File: src/rtl/uart_pkg.sv
// Shared types, constants and the parity helper for the UART transmitter.
package uart_pkg;

  localparam int unsigned DEFAULT_CLK_DIV = 434;
  localparam int unsigned MAX_DATA_BITS   = 8;

  typedef enum logic [2:0] {
    IDLE,
    START,
    DATA,
    PARITY,
    STOP
  } tx_state_e;

  // Even parity is the XOR of the data; odd parity is its complement.
  function automatic logic parity_bit(input logic [MAX_DATA_BITS-1:0] data, input logic odd);
    return odd ? ~^data : ^data;
  endfunction

endpackage

File: src/rtl/uart_sync_fifo.sv
// Synchronous first-word fall-through FIFO with a separate occupancy counter.
module uart_sync_fifo #(
  parameter int unsigned WIDTH = 8,
  parameter int unsigned DEPTH = 16
) (
  input  logic                     clk,
  input  logic                     rst,
  input  logic                     push,
  input  logic [WIDTH-1:0]         wdata,
  input  logic                     pop,
  output logic [WIDTH-1:0]         rdata,
  output logic                     full,
  output logic                     empty,
  output logic [$clog2(DEPTH):0]   level
);

  localparam int unsigned PTR_W = $clog2(DEPTH);
  localparam int unsigned LVL_W = $clog2(DEPTH) + 1;

  logic [WIDTH-1:0] mem_q [DEPTH];
  logic [WIDTH-1:0] mem_d [DEPTH];
  logic [PTR_W-1:0] wr_ptr_q, wr_ptr_d;
  logic [PTR_W-1:0] rd_ptr_q, rd_ptr_d;
  logic [LVL_W-1:0] level_q, level_d;
  logic             do_push, do_pop;

  assign full  = (level_q == LVL_W'(DEPTH));
  assign empty = (level_q == '0);
  assign level = level_q;
  assign rdata = mem_q[rd_ptr_q];

  // Pointers wrap naturally because DEPTH is a power of two.
  always_comb begin
    mem_d    = mem_q;
    wr_ptr_d = wr_ptr_q;
    rd_ptr_d = rd_ptr_q;
    level_d  = level_q;
    do_push  = push && !full;
    do_pop   = pop && !empty;
    if (do_push) begin
      mem_d[wr_ptr_q] = wdata;
      wr_ptr_d        = wr_ptr_q + PTR_W'(1);
    end
    if (do_pop) begin
      rd_ptr_d = rd_ptr_q + PTR_W'(1);
    end
    case ({do_push, do_pop})
      2'b10:   level_d = level_q + LVL_W'(1);
      2'b01:   level_d = level_q - LVL_W'(1);
      default: level_d = level_q;
    endcase
  end

  always_ff @(posedge clk) begin
    mem_q <= mem_d;
    if (rst) begin
      wr_ptr_q <= '0;
      rd_ptr_q <= '0;
      level_q  <= '0;
    end else begin
      wr_ptr_q <= wr_ptr_d;
      rd_ptr_q <= rd_ptr_d;
      level_q  <= level_d;
    end
  end

endmodule

File: src/rtl/uart_tx_fifo.sv
// UART transmitter fed by an input FIFO with a valid/ready write port.
// Build option: define UART_TX_PARITY_EN to insert a parity bit after the data bits.
module uart_tx_fifo
  import uart_pkg::*;
#(
  parameter int unsigned CLK_DIV    = DEFAULT_CLK_DIV,
  parameter int unsigned DATA_BITS  = 8,
  parameter int unsigned STOP_BITS  = 1,
  parameter int unsigned FIFO_DEPTH = 16,
  parameter int unsigned PARITY_ODD = 0
) (
  input  logic                          clk,
  input  logic                          rst,
  input  logic [DATA_BITS-1:0]          wdata,
  input  logic                          wvalid,
  output logic                          wready,
  output logic                          tx,
  output logic                          busy,
  output logic [$clog2(FIFO_DEPTH):0]   fifo_level
);

  localparam int unsigned CNT_W = $clog2(CLK_DIV);
  localparam int unsigned BIT_W = $clog2(MAX_DATA_BITS);
  localparam int unsigned LVL_W = $clog2(FIFO_DEPTH) + 1;

  if (CLK_DIV < 2) begin : g_bad_clk_div
    $error("uart_tx_fifo: CLK_DIV must be at least 2");
  end
  if (DATA_BITS < 5 || DATA_BITS > MAX_DATA_BITS) begin : g_bad_data_bits
    $error("uart_tx_fifo: DATA_BITS must be in 5..8");
  end
  if (STOP_BITS < 1 || STOP_BITS > 2) begin : g_bad_stop_bits
    $error("uart_tx_fifo: STOP_BITS must be 1 or 2");
  end
  if (FIFO_DEPTH < 2 || (FIFO_DEPTH & (FIFO_DEPTH - 1)) != 0) begin : g_bad_depth
    $error("uart_tx_fifo: FIFO_DEPTH must be a power of two, at least 2");
  end
  if (PARITY_ODD > 1) begin : g_bad_parity_odd
    $error("uart_tx_fifo: PARITY_ODD must be 0 or 1");
  end

  tx_state_e            state_q, state_d;
  logic [CNT_W-1:0]     cnt_q, cnt_d;
  logic [BIT_W-1:0]     bit_q, bit_d;
  logic [DATA_BITS-1:0] shift_q, shift_d;
  logic                 tx_q, tx_d;
`ifdef UART_TX_PARITY_EN
  logic                 par_q, par_d;
`endif
  logic                 bit_tick;
  logic                 fifo_push, fifo_pop, fifo_full, fifo_empty;
  logic [DATA_BITS-1:0] fifo_rdata;
  logic [LVL_W-1:0]     fifo_cnt;

  // A full FIFO refuses writes regardless of a same-cycle pop.
  assign wready    = !fifo_full && !rst;
  assign fifo_push = wvalid && wready;

  uart_sync_fifo #(
    .WIDTH (DATA_BITS),
    .DEPTH (FIFO_DEPTH)
  ) u_fifo (
    .clk   (clk),
    .rst   (rst),
    .push  (fifo_push),
    .wdata (wdata),
    .pop   (fifo_pop),
    .rdata (fifo_rdata),
    .full  (fifo_full),
    .empty (fifo_empty),
    .level (fifo_cnt)
  );

  always_comb begin
    state_d  = state_q;
    cnt_d    = '0;
    bit_d    = bit_q;
    shift_d  = shift_q;
    fifo_pop = 1'b0;
`ifdef UART_TX_PARITY_EN
    par_d    = par_q;
`endif
    // Baud counter idles at zero so every bit is exactly CLK_DIV cycles.
    bit_tick = (state_q != IDLE) && (cnt_q == CNT_W'(CLK_DIV - 1));
    if (state_q != IDLE && !bit_tick) begin
      cnt_d = cnt_q + CNT_W'(1);
    end

    case (state_q)
      IDLE: begin
        if (!fifo_empty) begin
          fifo_pop = 1'b1;
          state_d  = START;
        end
      end
      START: begin
        if (bit_tick) begin
          state_d = DATA;
          bit_d   = '0;
        end
      end
      DATA: begin
        if (bit_tick) begin
          shift_d = shift_q >> 1;
          if (bit_q == BIT_W'(DATA_BITS - 1)) begin
            bit_d = '0;
`ifdef UART_TX_PARITY_EN
            state_d = PARITY;
`else
            state_d = STOP;
`endif
          end else begin
            bit_d = bit_q + BIT_W'(1);
          end
        end
      end
`ifdef UART_TX_PARITY_EN
      PARITY: begin
        if (bit_tick) begin
          state_d = STOP;
        end
      end
`endif
      STOP: begin
        if (bit_tick) begin
          if (bit_q == BIT_W'(STOP_BITS - 1)) begin
            bit_d = '0;
            if (!fifo_empty) begin
              fifo_pop = 1'b1;
              state_d  = START;
            end else begin
              state_d = IDLE;
            end
          end else begin
            bit_d = bit_q + BIT_W'(1);
          end
        end
      end
      default: state_d = IDLE;
    endcase

    // Every pop loads the next frame's payload.
    if (fifo_pop) begin
      shift_d = fifo_rdata;
`ifdef UART_TX_PARITY_EN
      par_d   = parity_bit(MAX_DATA_BITS'(fifo_rdata), PARITY_ODD != 0);
`endif
    end

    // Line level follows the registered state one cycle later.
    case (state_q)
      START:   tx_d = 1'b0;
      DATA:    tx_d = shift_q[0];
`ifdef UART_TX_PARITY_EN
      PARITY:  tx_d = par_q;
`endif
      default: tx_d = 1'b1;
    endcase
  end

  always_ff @(posedge clk) begin
    if (rst) begin
      state_q <= IDLE;
      cnt_q   <= '0;
      bit_q   <= '0;
      shift_q <= '0;
      tx_q    <= 1'b1;
`ifdef UART_TX_PARITY_EN
      par_q   <= 1'b0;
`endif
    end else begin
      state_q <= state_d;
      cnt_q   <= cnt_d;
      bit_q   <= bit_d;
      shift_q <= shift_d;
      tx_q    <= tx_d;
`ifdef UART_TX_PARITY_EN
      par_q   <= par_d;
`endif
    end
  end

  assign tx         = tx_q;
  assign busy       = (state_q != IDLE) || (fifo_cnt != '0);
  assign fifo_level = fifo_cnt;

endmodule

File: config.mk
export PLATFORM = sky130hd
export DESIGN_NAME = uart_tx_fifo
export DESIGN_NICKNAME = d
export VERILOG_FILES = /design/src/rtl/uart_pkg.sv /design/src/rtl/uart_sync_fifo.sv /design/src/rtl/uart_tx_fifo.sv
export SDC_FILE = /design/constraint.sdc
export NUM_CORES = 1
export LEC_CHECK = 0
export CELL_PAD_IN_SITES_DETAIL_PLACEMENT = 0
export CELL_PAD_IN_SITES_GLOBAL_PLACEMENT = 2
export CORE_AREA = 2 2 122 124
export CTS_BUF_LIST = sky130_fd_sc_hd__clkbuf_16
export CTS_CLUSTER_SIZE = 25
export DETAILED_ROUTE_END_ITERATION = 10
export DIE_AREA = 0 0 124 126
export GPL_TIMING_DRIVEN = 0
export PLACE_DENSITY_LB_ADDON = 0.1
export SLEW_MARGIN = 10
export SYNTH_ARGS = -nofsm -noshare
export SYNTH_HDL_FRONTEND = slang
export SYNTH_SLANG_ARGS = --single-unit
File: constraint.sdc
create_clock -name clk -period 9.1 [get_ports clk]
set_clock_uncertainty 0.1 [all_clocks]
set_input_delay 1.82 -clock clk [delete_from_list [all_inputs] [get_ports clk]]
set_output_delay 1.82 -clock clk [all_outputs]
set_load 0.02 [all_outputs]
=== Yosys cells after proc, flatten, opt, wreduce, memory -nomap -nowiden ===
Index checks and enable logic that the tools add are counted.

* $add $sub $neg: 6
* Order comparisons: 3
* Equality and inequality tests: 14
* Muxes and demuxes: 29
* Bitwise logic cells: 3
* Reductions and logical operators: 25

{| class="wikitable"
|+ Operator list
! cell !! number
|-
| $bwmux 128 || 1
|-
| $mux 8 || 6
|-
| $mux 3 || 11
|-
| $bmux 8 s4 || 1
|-
| $demux 8 s4 || 1
|-
| $ne 2x2->1 const B || 6
|-
| $pmux 3 s4 || 1
|-
| $ge 5x5->1 const B || 2
|-
| $not 4->5 || 2
|-
| $pmux 5 s2 || 1
|-
| $add 9x1->9 const B || 1
|-
| $eq 9x9->1 const B || 1
|-
| $pmux 3 s3 || 1
|-
| $add 4x1->4 const B || 2
|-
| $logic_and 1x1->1 || 7
|-
| $eq 3x3->1 const B || 2
|-
| $logic_not 3->1 || 2
|-
| $reduce_and 6->1 || 1
|-
| $reduce_bool 2->1 || 3
|-
| $reduce_bool 3->1 || 2
|-
| $add 5x1->5 const B || 1
|-
| $eq 5x5->1 const B || 1
|-
| $logic_not 5->1 || 1
|-
| $lt 5x1->1 const B || 1
|-
| 15 further kinds || 22
|}

* Register bits: 165
* Bits of input ports: 11
* Logic and storage cells: 104

=== Longest topological paths before layout ===
Gate-level depths: netlist of the first run.

* Word-level depth: 8
* Depth in mapped cells: 16

=== Hierarchy ===
From an unflattened synthesis of the first run, not the netlist that was laid out.

* Cells, all modules: 451
* Area total of the unflattened synthesis: 6842.8 um^2

{| class="wikitable"
|+ Modules (own cells, without submodules)
! module !! instances !! cells each !! area each (um^2)
|-
| uart_sync_fifo || 1 || 310 || 5671.7
|-
| uart_tx_fifo || 1 || 141 || 1171.1
|}

=== Worst setup path after synthesis of the first run ===
No wires, ideal clock.

* Path type: input to output
* Start: input port rst
* End: output port wready
* Data arrival time: 2.356 ns
* Data required time: 7.180 ns
* Slack: 4.824 ns
* Stages on the path: 2
* Path buffers: 1
* Cell sequence: clkbuf_1 a21oi_1

* Cells in the longest elaborated chain, start to end: 2

{| class="wikitable"
|+ RTL lines
! what !! line !! RTL
|-
| start, declared || uart_tx_fifo.sv:13 || <nowiki>input logic rst,</nowiki>
|-
| $logic_not 1->1 || uart_tx_fifo.sv:56 || <nowiki>assign wready = !fifo_full && !rst;</nowiki>
|-
| $logic_and 1x1->1 || uart_tx_fifo.sv:56 ||
|-
| end, declared || uart_tx_fifo.sv:16 || <nowiki>output logic wready,</nowiki>
|}

No other way between the ends.

=== Worst setup path after layout of the first run ===
Same ends and word-level chain as after synthesis.

==> impl_metrics.json, run 1 <==
{
  "status": "finished, final reports clean",
  "syn_inst": 434,
  "grt_start_max_net_pins": 17,
  "syn_to_final_growth_pct": 14.7,
  "antenna_found_initial": 0,
  "slowest_delay_ps": 560,
  "critPathArrivalTime_ps": 3420,
  "worst_r2r_path_depth": 15,
  "yosysWarnings": 0,
  "viasPerCell": 5.57,
  "cp-end-kind": "output port",
  "tns_ps": 0,
  "postCtsSetupRepairBufs": 0,
  "report.final.slew_viol_count": 0,
  "drt_iter0_drc": 194,
  "coreArea_um2": 14300,
  "worstMarginPinSlew_ps": 1120,
  "worstPathCellList": "clkdlybuf4s50_1, clkbuf_1, a21oi_1, clkdlybuf4s50_1",
  "endpoint": "wready",
  "ys_ff_latch": 165,
  "ys.flop_type": "edfxtp_1",
  "grt_usage": 0.193,
  "reg2reg_to": "u_fifo.level[4]",
  "crit_required_ps": 7180,
  "cts_resized": 0,
  "setup_viol": 0,
  "start_util": 0.485,
  "cts_root_buf": "clkbuf_16",
  "synth.most_common_cell": "edfxtp_1",
  "io_buffers": 18,
  "num_io_pins": 19,
  "yosys.area.top_type": "edfxtp_1",
  "worstSetupPathType": "in -> out",
  "fillers": 1146,
  "cts_buffers": 17,
  "routed-via-count": 3736,
  "grt_pass1_wl_um": 21500,
  "chipHeight_um": 126,
  "period_needed_ps": 5340,
  "postSynth.asyncResetShare": 0,
  "hold_viol": 0,
  "powerDensity_nw_per_um2": 269,
  "dpl.hpwl_um": 9000,
  "peakVddDrop_mv": 0.157,
  "grt_setup_unrepaired": "false",
  "cts_tree": "yes",
  "drv_cap": 0,
  "syn_area_um2": 6940,
  "final_cell_area_um2": 7960,
  "rows": 44,
  "yosysUniqueCellTypes": 61,
  "r2r_setup_slack_ps": 5540,
  "layout-drive-gt1-share": 0.183,
  "nNetsFinal": 500,
  "wl_per_cell_um": 20.4,
  "timing.final.crit_share": 0.587,
  "cp_common_cell": "clkdlybuf4s50_1",
  "startpoint": "rst",
  "place_congestion": 0.750,
  "die_x_um": 124,
  "power_leakage_uw": 0.00264,
  "cts_max_level": 4,
  "die_area_um2": 15600,
  "placed_area_um2": 7400,
  "clock_latency_ps": 420,
  "cts_max_path_buffers": 2,
  "wirelength_um": 13700,
  "syn_avg_cell_area_um2": 16.0,
  "ys_top_cells_by_count": "128 x edfxtp_1, 41 x nor2_1, 37 x dfxtp_1, 30 x mux4_2, 30 x nand2_1",
  "slowest_stage": "clkdlybuf4s50_1",
  "fin_cells": 671,
  "ctsHoldBuffers": 0,
  "clk_pin_slew_ps": 60,
  "slew-limit-headroom": 0.253,
  "yosysTopAreaCellShare": 0.554,
  "synthTopCellsByArea": "edfxtp_1 55%, dfxtp_1 11%, mux4_2 9.7%",
  "first_pass_iters": 5,
  "synth_edf_count": 128,
  "ys_seq_area_frac": 0.661,
  "clock_sinks": 165,
  "grt_overflow": 0,
  "syn_nets": 459,
  "n_antenna_cell": 0,
  "dpl.cell_count": 640,
  "min_path_type": "reg -> reg",
  "r2r_start": "cnt_q[0]",
  "ant_nets": 0,
  "max_freq_ghz": 0.187,
  "crit_path_start_kind": "input pin",
  "cp_max_fo": 10,
  "grt_pass1_vias": 3733,
  "route.detailed.drc": 0
}
## layout make-up
class,count,area (µm²),share of cell area
clock inverters,14,128,0.0160
clock buffers,17,425,0.0535
repair buffers,22,214,0.0269
well taps,184,230,0.0289
multi-input cells,237,2180,0.274
plain buffers,23,158,0.0198
inverters,9,33.8,0.00425
flip-flops and latches,165,4580,0.576
## through the flow
stage | util | hold slack (ps) | total power, µW | setup slack (ps)
2_1_floorplan | - | 341 | 1330 | 4820
3_3_place_gp | 0.513 | 357 | 1480 | 3720
3_5_place_dp | 0.517 | 371 | 1490 | 3750
4_1_cts | 0.556 | 382 | 2160 | 3740
5_1_grt | 0.556 | 396 | 2250 | 3620
6_report | 0.556 | 374 | 2140 | 3760
## flip-flops by register name, summed over array words and instances (netlist names)
name             flops
bit_q                3
cnt_q                9
shift_q              8
state_q              3
tx                   1
u_fifo.level         5
u_fifo.mem_q       128
u_fifo.rd_ptr_q      4
u_fifo.wr_ptr_q      4
## report_power, final
group	internal, µW	switching [µW]
logic	283	295
clock network	379	299
registers	854	28.6
## layer usage
metal	track usage	wire [µm]	vias to the layer above	part of all wire
met1	0.261	6120	1881	0.45
met4	0.0456	124	0	0.0091
li1	-	-	1759	-
met2	0.318	6890	85	0.50
met3	0.0476	550	11	0.040
met5	0	0	-	0
## cell usage in the layout (no fill, tap or decap), types with 5 or more instances in the layout
cell type / synthesis / routed
nand2_1: 30 / 30
inv_1: 7 / 8
mux2i_1: 7 / 7
a311oi_1: 6 / 6
a21oi_1: 7 / 7
buf_6: 5 / 6
clkbuf_16: 0 / 17
dfxtp_1: 37 / 37
o21ai_0: 6 / 6
inv_6: 0 / 5
ha_1: 14 / 14
nand3_1: 5 / 5
mux4_2: 30 / 30
clkdlybuf4s50_1: 0 / 18
clkbuf_1: 9 / 9
xnor2_1: 8 / 8
edfxtp_1: 128 / 128
mux4_1: 6 / 6
nor2_1: 41 / 41
xor2_1: 9 / 9
## critical path, delay by kind of cell
family                 cells  cell delay, ps
buffers and inverters      3            1520
AO/OA/AOI/OAI              1              80
## logic make-up (layout without fill, tap and decap cells)
family	Yosys count	after routing	synth area share
compound gates	44	44	0.0458
xor+xnor	17	17	0.0215
fa+ha+maj	14	14	0.0252
buf+inv	32	85	0.0276
flops	165	165	0.661
mux	44	44	0.132
simple gates	118	118	0.0873
## how the worst min path moves through the flow
stage / startpoint / endpoint / slack, ps / cells past startpoint
after detailed placement: bit_q[2] / bit_q[2] / 370 / 2
after global placement: shift_q[7] / shift_q[6] / 360 / 2
after CTS: shift_q[7] / shift_q[7] / 380 / 2
final: shift_q[7] / shift_q[7] / 370 / 2
after floorplan: cnt_q[0] / cnt_q[0] / 340 / 1
after global routing: shift_q[7] / shift_q[7] / 400 / 2
Note: power is estimated with default switching activity, not from simulation.
==> inputs of run 2 (changes only) <==
--- a/config.mk
+++ b/config.mk
@@ -7,11 +7,11 @@
 export LEC_CHECK = 0
 export CELL_PAD_IN_SITES_DETAIL_PLACEMENT = 0
 export CELL_PAD_IN_SITES_GLOBAL_PLACEMENT = 2
-export CORE_AREA = 2 2 122 124
+export CORE_AREA = 2 2 126 128
 export CTS_BUF_LIST = sky130_fd_sc_hd__clkbuf_16
 export CTS_CLUSTER_SIZE = 25
 export DETAILED_ROUTE_END_ITERATION = 10
-export DIE_AREA = 0 0 124 126
+export DIE_AREA = 0 0 128 130
 export GPL_TIMING_DRIVEN = 0
 export PLACE_DENSITY_LB_ADDON = 0.1
 export SLEW_MARGIN = 10
==> constraint.sdc (replaced) <==
create_clock -name clk -period 5.1 [get_ports clk]
set_clock_uncertainty 0.1 [all_clocks]
set_input_delay 1.02 -clock clk [delete_from_list [all_inputs] [get_ports clk]]
set_output_delay 1.02 -clock clk [all_outputs]
set_load 0.02 [all_outputs]
==> run 2 against run 1 <==
Against the previous run: routed wire length increased by 1.4%; design area increased by 0.52%; combinational power increased by 78%.
==> impl_metrics.json, run 2 (synthesis gave the netlist of run 1 again) <==
{
  "status": "finished, final reports clean",
  "ctsHoldBuffers": 0,
  "hold_viol": 0,
  "grt_pass1_vias": 3751,
  "die_x_um": 128,
  "place_congestion": 0.733,
  "slowest_delay_ps": 610,
  "cts_buffers": 17,
  "first_pass_iters": 4,
  "grt_use_met1": 0.251,
  "crit_path_start_kind": "input pin",
  "die_area_um2": 16600,
  "clock_latency_ps": 420,
  "syn_to_final_growth_pct": 15.3,
  "r2r_start": "cnt_q[0]",
  "cp_max_fo": 9,
  "cp-end-kind": "register",
  "worstPathCellList": "clkdlybuf4s50_1, inv_1, a211oi_2, inv_1, ha_1, clkbuf_1, xor2_1, ha_1, o21a_1, o21a_1, o21a_1, o21a_1, o21ba_2",
  "layout-drive-gt1-share": 0.178,
  "r2r_setup_slack_ps": 1590,
  "rows": 46,
  "power_leakage_uw": 0.00264,
  "drv_cap": 0,
  "viasPerCell": 5.49,
  "worstMarginPinSlew_ps": 1140,
  "antenna_found_initial": 0,
  "cts_max_path_buffers": 2,
  "gr-max-usage-layer": "met2",
  "grt_overflow": 0,
  "layout_commonest_cell": "edfxtp_1",
  "start_util": 0.450,
  "drt_iter0_drc": 192,
  "n_antenna_cell": 0,
  "most-common-layout-cells": "128 x edfxtp_1, 41 x nor2_1, 37 x dfxtp_1",
  "peakVddDrop_mv": 0.262,
  "tns_ps": 0,
  "clk_pin_slew_ps": 60,
  "ant_nets": 0,
  "coreArea_um2": 15400,
  "min_from": "shift_q[7]",
  "timing.final.crit_share": 0.742,
  "reg_top3": "u_fifo.mem_q (128), cnt_q (9), shift_q (8)",
  "worstSetupPathType": "in -> reg",
  "cts_max_level": 4,
  "met2_usage": 0.289,
  "slew-limit-headroom": 0.235,
  "num_io_pins": 19,
  "postCtsSetupRepairBufs": 0,
  "cts_root_buf": "clkbuf_16",
  "worst_r2r_path_depth": 15,
  "max_freq_ghz": 0.264,
  "grt_pass1_wl_um": 21700,
  "wl_per_cell_um": 20.4,
  "chipHeight_um": 130,
  "routed-via-count": 3736,
  "route.detailed.drc": 0,
  "slowest_stage": "a211oi_2",
  "dpl.hpwl_um": 9210,
  "placed_area_um2": 7410,
  "reg2reg_to": "u_fifo.level[4]",
  "min_path_type": "reg -> reg",
  "crit_required_ps": 5320,
  "io_buffers": 18,
  "critPathArrivalTime_ps": 4000,
  "clock_sinks": 165,
  "hold_end": "shift_q[7]",
  "period_needed_ps": 3780,
  "holdPathStages": 2,
  "setup_viol": 0,
  "use_met3": 0.0373,
  "cts_resized": 0,
  "report.final.slew_viol_count": 0,
  "grt_usage": 0.182,
  "cp_common_cell": "o21a_1",
  "powerDensity_nw_per_um2": 486,
  "largest_register_ffs": 128,
  "wirelength_um": 13900,
  "nNetsFinal": 500,
  "cts_tree": "yes",
  "final_cell_area_um2": 8000,
  "largest-register": "u_fifo.mem_q",
  "grt_setup_unrepaired": "false",
  "grt_start_max_net_pins": 17
}
==> run 2: worst max-delay path by stage <==
| stage | from | endpoint | slack [ps] | depth (start not counted) |
|---|---|---|---|---|
| after floorplan | wvalid | u_fifo.level[4] | 1700 | 12 |
| after global placement | wvalid | u_fifo.mem_q[98] | 880 | 5 |
| after detailed placement | wvalid | u_fifo.level[4] | 900 | 13 |
| after CTS | rst | wready | 1340 | 4 |
| after global routing | wvalid | u_fifo.level[4] | 1110 | 13 |
| final | wvalid | u_fifo.level[4] | 1320 | 13 |
==> run 2: per-layer routing <==
metal / wire length [µm] / part of all wire
met4: 231 / 0.017
met2: 6660 / 0.48
met5: 0 / 0
met1: 6630 / 0.48
met3: 354 / 0.026
==> run 2: worst max-delay path, delay by kind of cell <==
kind	cells	cell delay (ps)
fa+ha+maj	2	470
xor+xnor	1	180
compound gates	6	1500
buf+inv	4	820
==> run 2: final cells by class <==
type                            count  area, µm²
Buffer                             23        158
Inverter                            9       33.8
Timing Repair Buffer               22        210
Clock inverter                     15        163
Clock buffer                       17        425
Tap cell                          192        240
Fill cell                        1282       7430
Multi-Input combinational cell    237       2180
Sequential cell                   165       4580
==> run 2: power breakdown <==
group          internal [µW]  leakage (µW)  switching (µW)  total [µW]
clock network            763      0.000281             513        1280
registers               1520       0.00145            52.6        1580
logic                    505      0.000908             528        1030
==> run 2: metrics by stage <==
stage / hold slack [ps] / setup slack (ps) / cells / utilization / total power, µW
3_3_place_gp: 357 / 883 / 644 / 0.477 / 2640
6_report: 369 / 1320 / 680 / 0.518 / 3890
2_1_floorplan: 341 / 1700 / 434 / - / 2370
4_1_cts: 371 / 1340 / 680 / 0.518 / 3930
5_1_grt: 398 / 1110 / 680 / 0.518 / 4090
3_5_place_dp: 362 / 900 / 648 / 0.480 / 2650
